`src/rtl/key_debouncer.sv`:
```
// Push-button conditioner: polarity fix, 2-flop synchronizer and per-key debounce
// counter, producing a clean active-high level plus one-cycle press/release strobes.
module key_debouncer #(
   parameter int KEYS_NUM        = 4,
   parameter int DEBOUNCE_CYCLES = 250000,
   parameter bit KEY_ACTIVE_LOW  = 1'b1
) (
   input  logic                clk,
   input  logic                reset,
   input  logic [KEYS_NUM-1:0] keys_raw,
   output logic [KEYS_NUM-1:0] keys_o,
   output logic [KEYS_NUM-1:0] keys_press,
   output logic [KEYS_NUM-1:0] keys_release
);

   localparam int              CW       = $clog2(DEBOUNCE_CYCLES);
   localparam logic [CW-1:0]   CNT_LAST = CW'(DEBOUNCE_CYCLES - 1);

   logic [KEYS_NUM-1:0] n;
   logic [KEYS_NUM-1:0] sync1;
   logic [KEYS_NUM-1:0] s;
   logic [CW-1:0]       cnt [KEYS_NUM];

   assign n = KEY_ACTIVE_LOW ? ~keys_raw : keys_raw;

   // keys_o is the stable state itself, so the strobes line up with its update
   always_ff @(posedge clk) begin
      if (reset) begin
         sync1        <= '0;
         s            <= '0;
         keys_o       <= '0;
         keys_press   <= '0;
         keys_release <= '0;
         for (int i = 0; i < KEYS_NUM; i++) cnt[i] <= '0;
      end else begin
         sync1        <= n;
         s            <= sync1;
         keys_press   <= '0;
         keys_release <= '0;
         for (int i = 0; i < KEYS_NUM; i++) begin
            if (s[i] == keys_o[i]) begin
               cnt[i] <= '0;
            end else if (cnt[i] == CNT_LAST) begin
               keys_o[i]       <= s[i];
               keys_press[i]   <= s[i];
               keys_release[i] <= ~s[i];
               cnt[i]          <= '0;
            end else begin
               cnt[i] <= cnt[i] + CW'(1);
            end
         end
      end
   end

endmodule

```
`config.mk`:
```
export PLATFORM = sky130hd
export DESIGN_NAME = key_debouncer
export DESIGN_NICKNAME = d
export VERILOG_FILES = /design/src/rtl/key_debouncer.sv
export SDC_FILE = /design/constraint.sdc
export NUM_CORES = 1
export LEC_CHECK = 0
export CAP_MARGIN = 30
export CORE_AREA = 2 2 111 113
export CTS_CLUSTER_SIZE = 16
export DETAILED_ROUTE_END_ITERATION = 6
export DIE_AREA = 0 0 113 115
export GPL_ROUTABILITY_DRIVEN = 0
export GPL_TIMING_DRIVEN = 0
export HOLD_SLACK_MARGIN = 0.05
export MAX_ROUTING_LAYER = met4
export REMOVE_ABC_BUFFERS = 1
export SLEW_MARGIN = 0
export SYNTH_ARGS = -nofsm -noshare
export SYNTH_HDL_FRONTEND = slang
export SYNTH_SLANG_ARGS = --single-unit
```
`constraint.sdc`:
```
create_clock -name clk -period 2.35 [get_ports clk]
set_input_delay 0.47 -clock clk [delete_from_list [all_inputs] [get_ports clk]]
set_output_delay 0.47 -clock clk [all_outputs]
set_load 0.01 [all_outputs]
```
**Word level (Yosys, flattened, before mapping)**

Memory sizes are Yosys's and may differ from the RTL's.
Index checks and enable logic that the tools add are counted.
Widths: inputs -> output; s select.

- RAM bits: 72
- Memories kept: 1
- Logic and storage cells: 118
- Bits in registers: 20
- Bits in latches: 0
- ROM bits: 0

Memory list:

| name | words | width | read ports | clocked after Yosys merged registers in | wr ports | RTL line | source |
|---|---|---|---|---|---|---|---|
| cnt | 4 | 18 | 4 | 0 | 4 | 22 | `logic [CW-1:0] cnt [KEYS_NUM];` |

- Eq/ne operators: 8
- $mul: 0
- Reductions and logical operators: 8
- Div/mod/pow operators: 0
- Add/sub/neg operators: 4
- Order comparisons: 0
- Shift-type cells: 0
- Bitwise logic cells: 25
- Multiplexer cells: 58

Operator list:

| operator | number |
|---|---|
| $mux 18 | 12 |
| $add 18x1->18 const B | 4 |
| $eq 18x18->1 const B | 4 |
| $mux 1 | 46 |
| $not 1->1 | 12 |
| $or 1x1->1 | 12 |
| $reduce_or 3->1 | 4 |
| $reduce_and 2->1 | 4 |
| $eq 1x1->1 | 4 |
| $not 4->4 | 1 |

**Depth between registers and ports, before layout**

- Word-level depth: 7
- Gate-level depth with buffers: 6
- Mapped depth without buffers: 5

**Worst setup path before layout**

OpenSTA, ideal clock, no wires.

- Path type: flip-flop to flip-flop
- Start: memory cnt[1][0] (netlist name)
- End: memory cnt[1][10] (netlist name), data pin
- Data arrival time: 1.695 ns
- Cell stages (with the launch flop): 7
- Period minus slack after synthesis: 1.952 ns
- Slack: 0.398 ns
- Buffers on the path: 1
- Cell sequence: edfxtp_1 > ha_1 > nand3_1 > or3_1 > o21ai_1 > buf_2 > nor2_1

RTL lines:

| element | RTL line |
|---|---|
| from (decl) | 22 |

==> results.json <==
{
  "clock_sinks": 92,
  "numCtsBuffers": 9,
  "crit_buf_inv": 1,
  "final_layout_size_suffix_gt1_frac": 0.05056,
  "hold_class": "reg -> reg",
  "die_x_um": 113,
  "io_pins": 18,
  "vdd_ir_drop_max_mv": 0.2650,
  "drtIter0Drc": 132,
  "synth_top_cell_area_share": 0.4680,
  "utilization": 0.4702,
  "cts_tree": "done",
  "setup_viol_count_final": 0,
  "r2r_cells": 6,
  "synth-seq-area-share": 0.5547,
  "rsz0062_at_grt": "no",
  "clk_pin_slew_ns": 0.07,
  "antenna_cells": 0,
  "hpwlAfterDp_mm": 6.157,
  "slowest_stage": "o21ai_1",
  "synth_cell_type_count": 36,
  "maxSlewViolCount": 0,
  "endpoint_kind": "flop",
  "wl_mm": 8.514,
  "htree_levels": 3,
  "wl_per_cell_um": 12.50,
  "ys_warn_count": 0,
  "crit_path_max_incr_delay_ns": 0.54,
  "grt_pass1_wl_mm": 14.81,
  "worstMarginPinSlew_ns": 0.9533,
  "dr.pass1.iters": 6,
  "synth_cells": 439,
  "num-nets-final": 539,
  "max-slew-margin-rel": 0.3634,
  "drt-vias-per-instance": 5.016,
  "cts_root_buf": "clkbuf_16",
  "die_y_um": 115,
  "synthFlopType": "edfxtp_1",
  "power.leakage_uw": 0.001897,
  "syn2layout_area_growth_pct": 20.23,
  "fmax_ghz": 0.4643,
  "worstHoldPathCells": 1,
  "crit_type": "reg -> reg",
  "synth_area_um2": 4619,
  "num_vias": 3416,
  "synth_top_cell_by_area": "edfxtp_1",
  "track_usage": 0.1473,
  "post-route-period-util": 0.9165,
  "worstPathArrival_ns": 2.26,
  "cp_num_cells": 6,
  "grt_pass1_vias": 3280,
  "portBuffers": 17,
  "async_flop_share": 0,
  "ys_ff_latch": 92,
  "cp_top_family": "compound AO/OA/AOI/OAI gates",
  "violations": "DRC",
  "worstPathMaxFanout": 9,
  "cp-start-kind": "flop",
  "rows": 40,
  "clkLatencyLatePin_ns": 0.35,
  "drc_errors": 1,
  "core_area_um2": 11810,
  "fin_skew_ns": 0.005346,
  "fin_ws_ns": 0.1961,
  "final_antenna_net_count": 0,
  "clockBufferDepth": 2,
  "grt_remaining_overflow": 0,
  "hold_viol_final": 0,
  "dieArea_um2": 13000,
  "avgSynthCellArea_um2": 10.52,
  "crit_chain": "ha_1 -> nand3_1 -> or3_1 -> o21ai_1 -> buf_6 -> nor2_1",
  "start_util": 0.3911,
  "min_period_ns": 2.154,
  "outcome": "complete, but fails checks",
  "ys_top_cells_by_area": "edfxtp_1 47%, dfxtp_1 8.7%, xor2_1 5.3%",
  "crit_required_ns": 2.45,
  "place_ws_ns": -0.3644,
  "pwr_density_cell_nw_per_um2": 638.2,
  "antenna_found_initial": 0,
  "synth_edf_count": 72,
  "grt_max_degree": 25,
  "maxCapViolCount": 0
}
cells in the final DEF (no fill, tap or decap), drive strengths merged, types with 15 or more instances in the layout:
cell type and count:
edfxtp 72, nand3 30, nand4 22, a21oi 22
and3 15, xnor2 22, dfxtp 20, clkdlybuf4s50 16
nand2 21, conb 72, nor2 61, xor2 28
nor3 15, o21ai 16
final timing paths:
| check | start | slack, ns | to |
|---|---|---|---|
| max | cnt[2][0] | 0.20 | cnt[2][8] |
| min | sync1[3] | 0.44 | s[3] |
| max reg2reg | cnt[2][0] | 0.20 | cnt[2][8] |
| min reg2reg | sync1[3] | 0.44 | s[3] |
repair_timing:
action / in CTS / in global routing
buffers inserted: 0 / 0
endpoints found under the hold margin: 0 / 0
gates resized for setup: 0 / 5
hold buffers: 0 / 0
endpoints found under the setup margin: 0 / 39
metal layers:
metal	wire length (um)	vias up	GRT usage
met2	3994	43	0.2307
met3	216	14	0.02899
met1	4094	1615	0.1783
met4	208	0	0.08537
li1	-	1744	-
met5	0	-	-
state kept, by name (all words and copies together), names as in the netlist:
| name | cells |
|---|---|
| cnt | 72 |
| keys_o | 4 |
| keys_press | 4 |
| keys_release | 4 |
| s | 4 |
| sync1 | 4 |
cell usage after synthesis (all sizes together) (8+ instances only):
library cell	instances
nand2	21
edfxtp	72
nand3	30
nand2b	8
or3	10
o21ai	16
nor2	61
a21oi	22
xor2	28
nor3	15
and3	15
xnor2	22
and4	10
nand4	22
nor4	8
clkbuf	8
dfxtp	20
area by class of cell:
type / instances / area [um2]
Sequential cell: 92 / 2562
Timing Repair Buffer: 21 / 206.4
Clock buffer: 9 / 225.2
Inverter: 5 / 18.77
Fill cell: 1141 / 6257
Clock inverter: 7 / 91.34
Tap cell: 147 / 183.9
Multi-Input combinational cell: 400 / 2266
where the power goes:
part / switching (uW) / internal, uW / total (uW)
clock network: 607 / 927 / 1530
registers: 68.0 / 1810 / 1880
logic: 74.3 / 54.1 / 128
total: 750 / 2800 / 3540
stage by stage:
stage / instances / TNS [ns] / total power (uW) / instance area, um2 / hold slack (ns)
after global placement: 661 / -28.78 / 2033 / 5184 / 0.4269
after detailed placement: 665 / -16.80 / 2040 / 5218 / 0.4251
after floorplan: 497 / 0 / 1988 / 4830 / 0.4138
final: 681 / 0 / 3545 / 5554 / 0.4379
after global routing: 681 / 0 / 3696 / 5554 / 0.4617
after CTS: 681 / 0 / 3604 / 5534 / 0.4414
worst register-to-register path: cells and delay by family (launching register included):
family / cells / cell delay, ns
compound gates: 1 / 0.54
fa+ha+maj: 1 / 0.22
buf+inv: 1 / 0.22
flops: 1 / 0.40
simple gates: 3 / 0.53
kinds of logic after synthesis:
group	share of synthesized area
xor gates and xnor gates	0.09480
and+or+nand+nor	0.2717
buffers and inverters	0.01625
other	0.0008118
adders and majority gates	0.01083
AOI/OAI and AO/OA	0.05092
DFF	0.5547
Note: power is estimated with default switching activity, not from simulation.
